`config.mk`:
```
export PLATFORM = sky130hd
export DESIGN_NAME = mem_bist_master
export DESIGN_NICKNAME = d
export VERILOG_FILES = /design/src/rtl/mem_bist_pkg.sv /design/src/rtl/mem_bist_pattern_gen.sv /design/src/rtl/mem_bist_master.sv
export SDC_FILE = /design/constraint.sdc
export NUM_CORES = 1
export LEC_CHECK = 0
export CAP_MARGIN = 15
export CORE_MARGIN = 3
export CORE_UTILIZATION = 50
export CTS_CLUSTER_DIAMETER = 150
export DETAILED_ROUTE_END_ITERATION = 6
export GPL_TIMING_DRIVEN = 1
export PLACE_DENSITY = 0.76
export SYNTH_ARGS = -nofsm -noshare
export SYNTH_HDL_FRONTEND = slang
export SYNTH_SLANG_ARGS = --single-unit
```
`constraint.sdc`:
```
create_clock -name clk -period 3.7 [get_ports clk]
set_clock_uncertainty 0.05 [all_clocks]
set_input_delay 0.925 -clock clk [delete_from_list [all_inputs] [get_ports clk]]
set_output_delay 0.925 -clock clk [all_outputs]
set_load 0.02 [all_outputs]
```
`src/rtl/mem_bist_pkg.sv`:
```
// Shared types for the memory BIST initiator. The inverted second pass is enabled
// by defining MEM_BIST_INV_PASS_EN.
package mem_bist_pkg;

  typedef enum logic {
    PAT_CONST = 1'b0,
    PAT_INC   = 1'b1
  } pat_sel_e;

  localparam int unsigned TIMEOUT_DEFAULT = 15;

  typedef enum logic [3:0] {
    StIdle,
    StWrReq,
    StWrWait,
    StRdReq,
    StRdWait,
`ifdef MEM_BIST_INV_PASS_EN
    StWriReq,
    StWriWait,
    StRdiReq,
    StRdiWait,
`endif
    StDone
  } state_e;

endpackage

```
`src/rtl/mem_bist_pattern_gen.sv`:
```
// Combinational test pattern: seed, or seed + addr (carry discarded), optionally inverted.
module mem_bist_pattern_gen
  import mem_bist_pkg::*;
#(
  parameter int unsigned WIDTH      = 8,
  parameter int unsigned ADDR_WIDTH = 4
) (
  input  logic [WIDTH-1:0]      seed,
  input  logic                  pattern_sel,
  input  logic [ADDR_WIDTH-1:0] addr,
  input  logic                  invert,
  output logic [WIDTH-1:0]      pattern
);

  logic [WIDTH-1:0] base;

  always_comb begin
    base = seed;
    if (pattern_sel == PAT_INC) begin
      base = seed + WIDTH'(addr);
    end
    pattern = invert ? ~base : base;
  end

endmodule

```
`src/rtl/mem_bist_master.sv`:
```
// Write-then-read-back BIST initiator for the valid/ready single-port memory.
// Defining MEM_BIST_INV_PASS_EN adds a second write/read pass with inverted data.
module mem_bist_master
  import mem_bist_pkg::*;
#(
  parameter int unsigned WIDTH      = 8,
  parameter int unsigned DEPTH      = 16,
  parameter int unsigned ADDR_WIDTH = $clog2(DEPTH),
  parameter int unsigned TIMEOUT    = TIMEOUT_DEFAULT
) (
  input  logic                  clk,
  input  logic                  rst,
  input  logic                  start,
  input  logic                  pattern_sel,
  input  logic [WIDTH-1:0]      seed,
  output logic                  busy,
  output logic                  done,
  output logic                  pass,
  output logic [ADDR_WIDTH:0]   err_count,
  output logic [ADDR_WIDTH-1:0] first_err_addr,
  output logic                  timeout_err,
  output logic                  m_valid,
  output logic                  m_wr_rd,
  output logic [ADDR_WIDTH-1:0] m_addr,
  output logic [WIDTH-1:0]      m_wdata,
  input  logic [WIDTH-1:0]      m_rdata,
  input  logic                  m_ready
);

  localparam int unsigned WaitW = $clog2(TIMEOUT + 1);
  localparam logic [ADDR_WIDTH-1:0] LastAddr = ADDR_WIDTH'(DEPTH - 1);
  localparam logic [WaitW-1:0] WaitLimit = WaitW'(TIMEOUT - 1);

  state_e                state_q, state_d;
  logic [ADDR_WIDTH-1:0] addr_q, addr_d;
  logic [WaitW-1:0]      wait_q, wait_d;
  logic [WIDTH-1:0]      seed_q, seed_d;
  logic                  sel_q, sel_d;
  logic [ADDR_WIDTH:0]   err_q, err_d;
  logic [ADDR_WIDTH-1:0] first_q, first_d;
  logic                  tout_q, tout_d;
  logic                  pass_q, pass_d;

  logic             in_wait;
  logic             invert;
  logic             last;
  logic             mismatch;
  logic [WIDTH-1:0] pattern;

  mem_bist_pattern_gen #(
    .WIDTH      (WIDTH),
    .ADDR_WIDTH (ADDR_WIDTH)
  ) u_pattern_gen (
    .seed        (seed_q),
    .pattern_sel (sel_q),
    .addr        (addr_q),
    .invert      (invert),
    .pattern     (pattern)
  );

  assign last     = (addr_q == LastAddr);
  assign mismatch = (m_rdata != pattern);

  always_comb begin
    m_valid = 1'b0;
    m_wr_rd = 1'b0;
    invert  = 1'b0;
    in_wait = 1'b0;
    unique case (state_q)
      StWrReq:   begin m_valid = 1'b1; m_wr_rd = 1'b1; end
      StWrWait:  begin m_wr_rd = 1'b1; in_wait = 1'b1; end
      StRdReq:   m_valid = 1'b1;
      StRdWait:  in_wait = 1'b1;
`ifdef MEM_BIST_INV_PASS_EN
      StWriReq:  begin m_valid = 1'b1; m_wr_rd = 1'b1; invert = 1'b1; end
      StWriWait: begin m_wr_rd = 1'b1; in_wait = 1'b1; invert = 1'b1; end
      StRdiReq:  begin m_valid = 1'b1; invert = 1'b1; end
      StRdiWait: begin in_wait = 1'b1; invert = 1'b1; end
`endif
      default: ;
    endcase
  end

  always_comb begin
    state_d = state_q;
    addr_d  = addr_q;
    wait_d  = wait_q;
    seed_d  = seed_q;
    sel_d   = sel_q;
    err_d   = err_q;
    first_d = first_q;
    tout_d  = tout_q;
    pass_d  = pass_q;

    unique case (state_q)
      StIdle: begin
        if (start) begin
          seed_d  = seed;
          sel_d   = pattern_sel;
          err_d   = '0;
          first_d = '0;
          tout_d  = 1'b0;
          pass_d  = 1'b0;
          addr_d  = '0;
          state_d = StWrReq;
        end
      end
      StWrReq: begin
        wait_d  = '0;
        state_d = StWrWait;
      end
      StWrWait: begin
        if (m_ready) begin
          addr_d  = last ? '0 : addr_q + 1'b1;
          state_d = last ? StRdReq : StWrReq;
        end
      end
      StRdReq: begin
        wait_d  = '0;
        state_d = StRdWait;
      end
      StRdWait: begin
        if (m_ready) begin
          if (mismatch) begin
            if (err_q == '0) first_d = addr_q;
            if (err_q != '1) err_d = err_q + 1'b1;
          end
          addr_d = last ? '0 : addr_q + 1'b1;
`ifdef MEM_BIST_INV_PASS_EN
          state_d = last ? StWriReq : StRdReq;
`else
          state_d = last ? StDone : StRdReq;
`endif
        end
      end
`ifdef MEM_BIST_INV_PASS_EN
      StWriReq: begin
        wait_d  = '0;
        state_d = StWriWait;
      end
      StWriWait: begin
        if (m_ready) begin
          addr_d  = last ? '0 : addr_q + 1'b1;
          state_d = last ? StRdiReq : StWriReq;
        end
      end
      StRdiReq: begin
        wait_d  = '0;
        state_d = StRdiWait;
      end
      StRdiWait: begin
        if (m_ready) begin
          if (mismatch) begin
            if (err_q == '0) first_d = addr_q;
            if (err_q != '1) err_d = err_q + 1'b1;
          end
          addr_d  = last ? '0 : addr_q + 1'b1;
          state_d = last ? StDone : StRdiReq;
        end
      end
`endif
      StDone:  state_d = StIdle;
      default: state_d = StIdle;
    endcase

    if (in_wait && !m_ready) begin
      if (wait_q == WaitLimit) begin
        tout_d  = 1'b1;
        state_d = StDone;
      end else begin
        wait_d = wait_q + 1'b1;
      end
    end

    // Verdict is taken on entry to DONE so a mismatch on the final read is included.
    if (state_d == StDone && state_q != StDone) begin
      pass_d = (err_d == '0) && !tout_d;
    end
  end

  always_ff @(posedge clk) begin
    if (rst) begin
      state_q <= StIdle;
      addr_q  <= '0;
      wait_q  <= '0;
      seed_q  <= '0;
      sel_q   <= PAT_CONST;
      err_q   <= '0;
      first_q <= '0;
      tout_q  <= 1'b0;
      pass_q  <= 1'b0;
    end else begin
      state_q <= state_d;
      addr_q  <= addr_d;
      wait_q  <= wait_d;
      seed_q  <= seed_d;
      sel_q   <= sel_d;
      err_q   <= err_d;
      first_q <= first_d;
      tout_q  <= tout_d;
      pass_q  <= pass_d;
    end
  end

  assign busy           = (state_q != StIdle);
  assign done           = (state_q == StDone);
  assign pass           = pass_q;
  assign err_count      = err_q;
  assign first_err_addr = first_q;
  assign timeout_err    = tout_q;
  assign m_addr         = addr_q;
  assign m_wdata        = pattern;

endmodule

```
---- Word level (Yosys, flattened, before mapping) ----
Cells that the tools add are included.
word-level totals
  register bits after elaboration ......... 32
  input port bits ......................... 21
  output and inout bits ................... 27
  logic and storage cells ................. 84
operators by class
  add/sub/neg operators ................... 4
  equal/unequal tests ..................... 16
  multiplexer cells ....................... 35
  reduce and logical (&&, ||, !) cells .... 20
operator list
  kind                                                  count
  two-way mux 4 bit                                     14
  two-way mux 5 bit                                     4
  case mux 4 bit (5 select lines)                       1
  case mux 4 bit (2 select lines)                       2
  equality test 4 x 3 -> 1 bit (second input constant)  3
  zero test 5 bit                                       2
  two-way mux 1 bit                                     10
  case mux 5 bit (2 select lines)                       1
  adder 4 x 1 -> 4 bit (second input constant)          2
  adder 8 x 4 -> 8 bit                                  1
  equality test 4 x 2 -> 1 bit (second input constant)  2
  equality test 4 bit (second input constant)           2
  two-way mux 8 bit                                     1
  != test 2 bit (second input constant)                 4
  != test 8 bit                                         1
  nonzero test 2 bit                                    4
  OR reduction 2 bit                                    3
  adder 5 x 1 -> 5 bit (second input constant)          1
  != test 5 bit (second input constant)                 1
  AND reduction 5 bit                                   1
  equality test 4 x 1 -> 1 bit (second input constant)  1
  zero test 4 bit                                       1
  != test 4 x 3 -> 1 bit (second input constant)        1
  AND reduction 2 bit                                   2
  other kinds (7)                                       10

---- Logic depth before layout (Yosys ltp) ----
Gate-level depths: netlist (run 1).
  depth after elaboration ................. 10
  mapped depth ............................ 11
  mapped depth without buffers ............ 11

---- By module ----
From an unflattened synthesis (run 1), not the netlist that was laid out.
unflattened totals
  cell total of the unflattened synthesis .. 268
  area, all modules ....................... 2163.3 sq um
by module, submodules not included
  module                times used  cells each  area an instance (sq um)  sequential area each (sq um)
  mem_bist_master       1           223         1799.2                    640.6
  mem_bist_pattern_gen  1           45          364.1                     0.0

---- Worst setup path after synthesis (run 1) ----
No wires, ideal clock.
  kind .................................... register -> register
  start point ............................. reg addr_q[0] (netlist: m_addr[0])
  end point ............................... reg pass_q (netlist: pass)
  library setup time ...................... 114 ps
  arrival ................................. 2778 ps
  required time ........................... 3536 ps
  slack ................................... 758 ps
  cell stages (with the launch flop) ...... 12
  buffers on the path ..................... 0
  period minus slack after synthesis ...... 2942 ps
  path through ............................ dfxtp_1 ha_1 fa_1 a211o_1 nor4b_2 xnor2_1 o21ai_0 o31ai_4 o31ai_1 a2bb2oi_1 nor2_1 a21o_1
on the way
  longest elaborated chain between the ends .. 10
  elaborated cells on any way between the ends .. 22
  those cells by class .................... add/sub: 1; eq/ne: 3; mux: 12; reduce/logical: 6
RTL lines
  element                                                        line                    RTL
  from (decl)                                                    mem_bist_master.sv:35   logic [ADDR_WIDTH-1:0] addr_q, addr_d;
  from (signal assigned)                                         mem_bist_master.sv:194  addr_q <= addr_d;
  branches (longest 10 deep; another with adder 8 x 4 -> 8 bit)  --
  to (signal assigned)                                           mem_bist_master.sv:201  pass_q <= pass_d;
  to (decl)                                                      mem_bist_master.sv:42   logic pass_q, pass_d;
Parallel ways; which one is timed is not known.
A chain may end at the register's enable or synchronous reset.

---- Final worst setup path (run 1) ----
  start point ............................. reg addr_q[1] (netlist: m_addr[1])
  end point ............................... out m_wdata[7]
on the way
  longest elaborated chain between the ends .. 2
RTL lines
  element               line                        RTL
  adder 8 x 4 -> 8 bit  mem_bist_pattern_gen.sv:20  base = seed + WIDTH'(addr);
  two-way mux 8 bit     mem_bist_pattern_gen.sv:19  if (pattern_sel == PAT_INC) begin
  to (decl)             mem_bist_master.sv:25       output logic [WIDTH-1:0] m_wdata,
Every way passes these cells.

==> results by group, run 1 <==
Outcome
  • Status: completed

Timing
  • FMAX: ~290 MHz
  • Tmin final: around 3.5 ns
  • Final Cycle Share: a little over nine tenths
  • Worst slew margin: about half
  • Slew Viols, Final: 0
  • Worst-Margin Slew: roughly 0.77 ns
  • Setup violators final: 0
  • RSZ-0062 raised after global routing: no
  • Final hold violation count: 0
  • Setup TNS: 0 ns

Power
  • Combinational power share: about 14%
  • Switching Share: between 20% and 30%
  • Power Density: 301 mW/mm^2
  • VDD IR max: ~0.42 mV
  • Internal power: ~0.60 mW
  • Clock power share: between 40% and 50%
  • Sw Pwr: approximately 0.21 mW
  • Leakage power: slightly above 1 nW
  • Seq pwr share: around 45%

Finish
  • Final nets: 342
  • Synthesis-to-finish area growth: 30.2%
  • Filler cell count: ~350
  • Fin cells: 360
  • N_diodes: 0
  • Multi-input logic area: around 0.0014 sq mm
  • Register area: between 600 and 700 sq um
  • Fraction of layout cells with a size suffix above 1: 7.37%

Hold path
  • Worst Min Path Start: first_err_addr[2]
  • Hold WC Path Type: reg -> reg

Route
  • Number of remaining DRC errors: 0
  • Routed wire length: 5.35 mm
  • Initial drt markers: around 140
  • Router iterations before antenna repair: 4
  • Routed vias: ~2,000
  • Antenna-violating nets left: 0
  • WL/cell: around 15 um
  • Vias per cell: 5.69

GRT
  • Busiest grt layer: met2
  • Number of global-route vias before repair: ~1,800
  • Total GRT Usage: 22.5%
  • GRT met1 Usage: a little under a third
  • Met2 usage: roughly a third
  • First-pass GRT wire length: between 8 and 9 mm
  • GR Util met3: about 5.2%
  • Largest net degree at the start of global routing: 31
  • Initial antenna violation count: 0
  • GR Overflow Total: 0

Placed design
  • RePlAce Congestion: ~0.98
  • # port buffers: 47
  • # placed instances: between 300 and 400
  • HPWL Detailed: 3.92 mm

Synth
  • Synthesized area: approximately 0.0021 sq mm
  • Post-synth cell types: between 50 and 60
  • Top cell type's share of synthesized area: 31.0%
  • Commonest cells post-synth: 47 x nand2_1, 32 x dfxtp_1, 26 x a21oi_1, 26 x nor2_1
  • Syn Nets: around 300
  • Synth Register Bits: 32
  • Yosys Warn Count: 0
  • Synth top area cells: dfxtp_1 31%, nand2_1 8.5%, a21oi_1 6.3%
  • Cells after Synth: roughly 270
  • Seq/Total Area, Yosys: 31.0%
  • Post-synth top area cell: dfxtp_1
  • Synth Flop Type: dfxtp_1
  • Ys async rst share: 0%
  • Mean Syn Cell Area: between 7 and 8 sq um
  • Post-synth EDFFs: 0
  • Most frequent cell after synthesis: nand2_1

CTS
  • Worst-path clk slew: about 0.07 ns
  • Sink Count: 32
  • CTS Buf Count: 5
  • CTS max path bufs: 2
  • Root Buffer: clkbuf_8
  • Clock Latency Late Sink: 0.29 ns
  • CTS tree: yes
  • H-tree depth: 2

Job
  • Max Cap Viol: 0

Worst setup path
  • CP Data Required Time: approximately 2.7 ns
  • Critical Path AT: between 2 and 3 ns
  • Crit start category: flip-flop
  • CP Class: reg -> out
  • Worst Setup End Kind: output pin
  • R2R Path Start: m_addr[0]
  • Critical Path Fanout Max: 7
  • Critical Path Source: m_addr[1]

Floorplanning
  • Starting Density: 54.1%
  • DIE WIDTH: approximately 70 um
  • Row Count: 22
  • Placeable Area: roughly 0.0038 sq mm
  • Die Ht: 70.3 um
  • I/O pin count: 48
  • Die area: ~0.0049 sq mm
[final timing paths]
path	endpoint	slack, ns	cells past startpoint
max	m_wdata[7]	0.20	6
min	first_err_addr[2]	0.40	2
max reg2reg	pass	0.57	11
min reg2reg	first_err_addr[2]	0.40	2
[through the flow]
stage / util (%) / hold slack [ns] / area, sq um / power (mW) / worst slack [ns]
after floorplan: - / 0.398 / 2070 / 0.428 / 0.758
after global placement: 67.2 / 0.394 / 2570 / 0.477 / 0.418
after detailed placement: 67.2 / 0.396 / 2570 / 0.478 / 0.385
after CTS: 70.1 / 0.405 / 2680 / 0.816 / 0.0568
after global routing: 70.4 / 0.429 / 2690 / 0.844 / 0.0309
final: 70.4 / 0.403 / 2690 / 0.812 / 0.195
[area by class of cell]
class | instances | share of cell area [%]
flip-flops and latches | 32 | 23.8
inverters | 7 | 0.976
clock inverters | 3 | 1.58
multi-input cells | 216 | 50.7
repair buffers | 49 | 18.1
clock buffers | 5 | 2.56
well taps | 48 | 2.23
[routing by layer]
metal	part of all wire, %	up-vias
met3	4.4	10
li1	-	1037
met1	48	952
met2	46	49
met4	1.6	0
met5	0	-
[critical path: stages, from the launching register on]
cell and delay [ns]:
dfxtp_1 0.51, ha_1 0.30, a211o_1 0.34, a21oi_4 0.24, nor2_1 0.10, xor2_1 0.13
clkdlybuf4s50_1 0.61
[kinds of logic (layout without fill, tap and decap cells)]
family	after synthesis	count (layout)	share of synthesized area, %
XOR/XNOR	15	15	6.35
multiplexers	8	8	4.11
AND/OR/NAND/NOR	124	124	29.7
buffers and inverters	17	64	3.33
AO/OA/AOI/OAI	58	58	18.9
other	1	1	0.181
flip-flops	32	32	31.0
adder cells (fa/ha/maj)	10	10	6.41
[sequential cells by signal, indices dropped and copies added, names as in the netlist]
signal,count
first_err_addr,4
pass,1
m_addr,4
err_count,5
timeout_err,1
seed_q,8
sel_q,1
wait_q,4
state_q,4
[layout by cell type, fill, tap and decap left out, types with 2 or more instances in the layout]
cell             synthesis  layout
a211o_1                  2       2
a21oi_1                 26      26
a2bb2oi_1                2       2
a311oi_1                 2       2
a32oi_1                  2       2
and2_1                   2       2
and3_1                   2       2
buf_4                    1       2
clkbuf_8                 0       5
clkdlybuf4s50_1          0      46
dfxtp_1                 32      32
ha_1                     9       9
inv_1                    7       7
mux2_2                   4       4
mux2i_1                  4       4
nand2_1                 47      47
nand2b_1                 3       3
nand3_1                  9       9
nand3b_1                 4       4
nand4_1                  7       7
nor2_1                  26      26
nor2b_1                  4       4
nor3_1                   9       9
nor4b_2                  2       2
o211ai_1                 2       2
o21a_1                   3       3
o21ai_0                  6       6
o31ai_1                  2       2
xnor2_1                  7       7
xor2_1                   8       8
[timing repair]
| action | CTS | global route |
|---|---|---|
| gates resized for setup | 0 | 2 |
| hold buffers | 0 | 0 |
| buffers inserted | 0 | 0 |
| setup endpoints to repair | 0 | 3 |
[power by group through the flow]
stage | logic (mW) | clock network [mW] | registers, mW
floorplan | 0.0661 | 0 | 0.362
global placement | 0.109 | 0 | 0.368
detailed placement | 0.109 | 0 | 0.369
CTS | 0.110 | 0.346 | 0.361
global route | 0.120 | 0.362 | 0.362
finish | 0.110 | 0.341 | 0.361
Power figures use the tool's default switching activity.
==> run 2: changes to the inputs <==
HOLD_SLACK_MARGIN = 0.03   (was not set)
clock period = 3.79 ns   (was 3.7 ns; I/O delays follow)
==> run 2 against run 1 <==
Wire length decreased by 4.1%. Global-route usage shrank 0.64 points. Clock power fell by 24%. Non-clock buffer count unchanged. Worst setup slack got worse by 0.036 ns. Critical path depth stayed put. Flip-flop and latch count unchanged. Worst hold slack improved by 0.0016 ns. First-iteration DRC count shrank 25%.
==> results by group, run 2 (same netlist as run 1, synthesis figures left out) <==
Route
  • Vias per cell: 5.66 (-0.44%)
  • Routed vias: 2,039 (-0.44%)
  • Router iterations before antenna repair: 4 (unchanged)
  • Routed wire length: 5.13 mm (-4.1%)
  • Number of remaining DRC errors: 0 (unchanged)
  • WL/cell: 14.2 um (-4.1%)
  • Initial drt markers: 101 (-25%)
  • Antenna-violating nets left: 0 (unchanged)

GRT
  • Largest net degree at the start of global routing: 31 (unchanged)
  • First-pass GRT wire length: 8.80 mm (-1.6%)
  • Number of global-route vias before repair: 1,866 (+1.9%)
  • Total GRT Usage: 21.8% (-0.64 points)
  • GR Overflow Total: 0 (unchanged)
  • Initial antenna violation count: 0 (unchanged)

CTS
  • Hold_buf cts: 0 (unchanged)
  • CTS max path bufs: 2 (unchanged)
  • Sink Count: 32 (unchanged)
  • CTS tree: yes
  • Worst-path clk slew: 0.07 ns (about the same)
  • CTS Buf Count: 5 (unchanged)
  • Clock Latency Late Sink: 0.29 ns (about the same)
  • Setup Buffers After CTS: 0 (unchanged)
  • Root Buffer: clkbuf_8
  • H-tree depth: 2 (unchanged)
  • PostCTS Resize Cnt: 0 (unchanged)

Worst setup path
  • Critical Path AT: 2.63 ns (+0.10 ns)
  • CP Data Required Time: 2.79 ns (+0.07 ns)
  • Crit start category: flip-flop
  • CP Class: reg -> out
  • Critical Path Fanout Max: 7 (unchanged)
  • Worst Setup End Kind: output pin
  • Setup slack, reg-to-reg: 0.65 ns (+0.08 ns)

Finish
  • N_diodes: 0 (unchanged)
  • Most frequent cells in the layout: 47 x nand2_1, 47 x clkdlybuf4s50_1, 32 x dfxtp_1
  • Synthesis-to-finish area growth: 28.9%
  • Register name with the most flops: seed_q
  • Multi-input logic area: 0.00137 sq mm (unchanged)
  • Number of flip-flops in the largest register: 8 (unchanged)
  • Register area: 641 sq um (unchanged)
  • Filler cell count: 337 (-2.3%)
  • Fraction of layout cells with a size suffix above 1: 7.37% (unchanged)
  • Final nets: 342 (unchanged)

Timing
  • Final hold violation count: 0 (unchanged)
  • Setup TNS: 0 ns (unchanged)
  • Worst slew margin: 50.9% (+2.7 points)
  • FMAX: roughly 280 MHz
  • Tmin final: roughly 3.6 ns
  • Setup violators final: 0 (unchanged)
  • Slew Viols, Final: 0 (unchanged)
  • Worst setup margin: 0.159 ns (-0.0358 ns)
  • Final hold slack: 0.404 ns (+0.00158 ns)
  • Worst-Margin Slew: 0.734 ns (-0.0394 ns)
  • RSZ-0062 raised after global routing: no
  • Final Cycle Share: a little over nine tenths

Power
  • Leakage power: 0.989 nW (-2.3%)
  • Power Density: 269 mW/mm^2 (-11%)
  • Total power: 0.718 mW (-12%)
  • VDD IR max: 0.240 mV (-42%)

Floorplanning
  • Row Count: 22 (unchanged)
  • Die area: 0.00494 sq mm (unchanged)
  • Die Ht: 70.3 um (unchanged)
  • I/O pin count: 48 (unchanged)
  • Starting Density: 54.1% (unchanged)
  • Placeable Area: 0.00383 sq mm (unchanged)
  • DIE WIDTH: 70.3 um (unchanged)

Hold path
  • Hold WC Path Type: reg -> reg

Placed design
  • RePlAce Congestion: 0.972 (-1.2%)
  • HPWL Detailed: 3.94 mm (+0.58%)
  • Dpl ws: 0.448 ns (+0.0630 ns)
  • # port buffers: 47 (unchanged)

Outcome
  • Status: completed

Job
  • Max Cap Viol: 0 (unchanged)
[run 2: changes by cell type in the layout (fill, tap and decap cells not counted), sizes merged]
cell | before | now
clkinv | 1 | 3
bufinv | 1 | 0
clkdlybuf4s50 | 46 | 47
clkinvlp | 1 | 0
dlymetal6s2s | 1 | 0
[run 2: layout make-up]
class | count | share of cell area (%)
multi-input combinational | 216 | 51.2
sequential | 32 | 24.0
timing repair buffer | 49 | 18.2
clock buffer | 5 | 2.58
tap | 48 | 2.25
inverter | 7 | 0.985
clock inverter | 3 | 0.704
[run 2: final timing paths]
path | startpoint | end | cells past startpoint
setup / recovery | m_addr[0] | m_wdata[6] | 6
hold / removal | first_err_addr[3] | first_err_addr[3] | 2
setup reg to reg | m_addr[0] | pass | 11
hold reg to reg | first_err_addr[3] | first_err_addr[3] | 2
[run 2: critical path, stage by stage (launching register included)]
cell and delay (ns):
dfxtp_1 0.38, ha_1 0.27, fa_1 0.42, a211o_1 0.35, nor4b_2 0.19, xor2_1 0.13, clkdlybuf4s50_1 0.62
[run 2: report_power, final]
| part | leakage (nW) | total (mW) | switching [mW] | internal [mW] |
|---|---|---|---|---|
| Combinational | 0.682 | 0.107 | 0.0546 | 0.0520 |
| Clock | 0.0479 | 0.259 | 0.132 | 0.128 |
| Sequential | 0.259 | 0.352 | 0.0102 | 0.342 |
[run 2: metrics by stage]
step                      util, %  cell area, sq um  cells
final                        69.7              2670    360
after floorplan                 -              2070    265
after global routing         69.7              2670    360
after CTS                    69.5              2660    360
after detailed placement     67.2              2570    352
after global placement       67.2              2570    352
[run 2: metal layers]
layer  track usage [%]  part of all wire [%]
met3              5.90                   4.7
met5                 0                     0
met2              34.6                    47
met4              6.81                   1.2
met1              28.6                    47
==> run 3: changes to the inputs <==
CELL_PAD_IN_SITES_DETAIL_PLACEMENT = 1   (was not set)
CELL_PAD_IN_SITES_GLOBAL_PLACEMENT = 1   (was not set)
CORE_UTILIZATION = 36   (was 50)
PLACE_DENSITY = 0.75   (was 0.76)
==> run 3 against run 2 <==
Count of clock-buffer cells in the layout is 2 higher. Final cell count is 6.1% higher. Register-to-register slack got worse by 0.08 ns. Global-route usage fell by 1.8 points. Clock power increased by 40%. Critical path depth is the same. Combinational power barely moved. Worst hold slack better by 0.0065 ns.
==> results by group, run 3 (same netlist as run 1, synthesis figures left out) <==
CTS
  • CTS Buf Count: 5 (unchanged)
  • PostCTS Resize Cnt: 0 (unchanged)
  • CTS tree: yes
  • Worst-path clk slew: 0.07 ns (about the same)
  • Sink Count: 32 (unchanged)
  • Clock Latency Late Sink: 0.29 ns (about the same)
  • H-tree depth: 2 (unchanged)
  • Root Buffer: clkbuf_8
  • Setup Buffers After CTS: 0 (unchanged)
  • CTS max path bufs: 2 (unchanged)
  • Hold_buf cts: 0 (unchanged)

Placed design
  • HPWL Detailed: 4.73 mm (+20%)
  • # port buffers: 47 (unchanged)
  • RePlAce Congestion: 0.828 (-15%)

Route
  • Antenna-violating nets left: 0 (unchanged)
  • Number of remaining DRC errors: 0 (unchanged)
  • Initial drt markers: 66 (-35%)
  • WL/cell: 16.2 um (+14%)
  • Vias per cell: 5.39 (-4.8%)
  • Routed wire length: 6.20 mm (+21%)
  • Routed vias: 2,059 (+0.98%)
  • Router iterations before antenna repair: 4 (unchanged)

Worst setup path
  • Critical Path AT: 2.65 ns (+0.02 ns)
  • Crit start category: flip-flop
  • CP bufs+invs: 1 (unchanged)
  • CP Data Required Time: 2.79 ns (about the same)
  • CP Class: reg -> out
  • Worst path max stage delay: 0.62 ns (about the same)
  • Cell family with the largest share of critical-path delay: adder cells
  • Worst path slowest cell: clkdlybuf4s50_1
  • Setup slack, reg-to-reg: 0.57 ns (-0.08 ns)
  • Worst Setup End Kind: output pin
  • Critical Path Fanout Max: 7 (unchanged)
  • Reg2Reg Depth: 11 (unchanged)
  • R2R Path Start: m_addr[0]
  • Worst-path cell chain: ha_1 > fa_1 > a211o_1 > nor4b_2 > xor2_1 > clkdlybuf4s50_1
  • Critical R2R Capture: pass

Floorplanning
  • Die Ht: 81.8 um (+16%)
  • Die area: 0.00669 sq mm (+35%)
  • I/O pin count: 48 (unchanged)
  • DIE WIDTH: 81.8 um (+16%)
  • Placeable Area: 0.00534 sq mm (+39%)
  • Row Count: 26 (+18%)
  • Starting Density: 38.8% (-15 points)

GRT
  • Initial antenna violation count: 0 (unchanged)
  • GR Overflow Total: 0 (unchanged)
  • Number of global-route vias before repair: 2,107 (+13%)
  • GRT met1 Usage: 27.2% (-1.4 points)
  • Total GRT Usage: 20.0% (-1.8 points)
  • GR Util met3: 4.61% (-1.3 points)
  • Busiest grt layer: met2
  • Met2 usage: 31.9% (-2.7 points)
  • First-pass GRT wire length: 10.2 mm (+16%)
  • Largest net degree at the start of global routing: 23 (-26%)

Finish
  • Register name with the most flops: seed_q
  • Final nets: 342 (unchanged)
  • Filler cell count: 680 (+100%)
  • N_diodes: 0 (unchanged)
  • Fraction of layout cells with a size suffix above 1: 7.37% (unchanged)
  • Most frequent cells in the layout: 47 x nand2_1, 47 x clkdlybuf4s50_1, 32 x dfxtp_1
  • Synthesis-to-finish area growth: 32.1%
  • Register area: 641 sq um (unchanged)
  • Number of flip-flops in the largest register: 8 (unchanged)
  • Multi-input logic area: 0.00137 sq mm (unchanged)

Job
  • Max Cap Viol: 0 (unchanged)

Timing
  • FMAX: 274 MHz (-0.41%)
  • Setup violators final: 0 (unchanged)
  • Final hold slack: 0.411 ns (+0.00647 ns)
  • Slew Viols, Final: 0 (unchanged)
  • Tmin final: 3.65 ns (+0.0151 ns)
  • Setup TNS: 0 ns (unchanged)
  • Final Cycle Share: 96.2% (+0.40 points)
  • Final hold violation count: 0 (unchanged)
  • Worst slew margin: 46.3% (-4.7 points)
  • Worst-Margin Slew: 0.803 ns (+0.0688 ns)
  • RSZ-0062 raised after global routing: no

Hold path
  • Worst Min Path Start: first_err_addr[3]
  • Hold EP: first_err_addr[3]
  • Hold Path Stages: 2 (unchanged)
  • Hold WC Path Type: reg -> reg

Power
  • Leakage power: 1.01 nW (+1.7%)
  • Power Density: 302 mW/mm^2 (+12%)
  • VDD IR max: 0.161 mV (-33%)

Outcome
  • Status: completed
==> run 3: tightest hold or removal path: cells and delay by family, from the launching register on <==
kind	cells	cell delay [ns]
DFF	1	0.32
and+or+nand+nor	1	0.05
AOI/OAI and AO/OA	1	0.05
==> run 3: layer usage <==
metal  routed length (um)  vias to the layer above
met5                    0                        -
li1                     -                     1033
met4                   40                        0
met2                 2950                       36
met1                 2980                      986
met3                  227                        4
==> run 3: how the worst max path moves through the flow <==
stage / from / endpoint / slack, ns / cells past startpoint
floorplan: m_addr[0] / pass / 0.85 / 11
global placement: m_addr[0] / m_wdata[6] / 0.48 / 6
detailed placement: m_rdata[4] / pass / 0.43 / 10
CTS: m_addr[1] / m_wdata[7] / 0.13 / 6
global route: m_addr[0] / m_wdata[6] / 0.02 / 6
finish: m_addr[0] / m_wdata[6] / 0.14 / 6
==> run 3: cell type report <==
cell class,count,share of cell area (%)
Inverter,7,0.962
Clock buffer,7,3.53
Tap cell,70,3.21
Timing Repair Buffer,49,17.8
Sequential cell,32,23.4
Multi-Input combinational cell,216,50.0
Clock inverter,1,1.10
==> run 3: metrics by stage <==
stage | total power [mW] | std cells | instance area, sq um | util [%] | worst slack [ns]
final | 0.825 | 382 | 2730 | 51.2 | 0.144
after CTS | 0.836 | 382 | 2730 | 51.1 | 0.128
after global routing | 0.866 | 382 | 2730 | 51.2 | 0.0205
after floorplan | 0.418 | 265 | 2070 | - | 0.848
after detailed placement | 0.470 | 374 | 2600 | 48.7 | 0.430
after global placement | 0.468 | 374 | 2600 | 48.7 | 0.484
==> run 3: power breakdown <==
part / internal, mW / switching, mW / total (mW)
logic: 0.0520 / 0.0572 / 0.109
clock network: 0.232 / 0.131 / 0.363
registers: 0.342 / 0.0108 / 0.353
total: 0.626 / 0.199 / 0.825
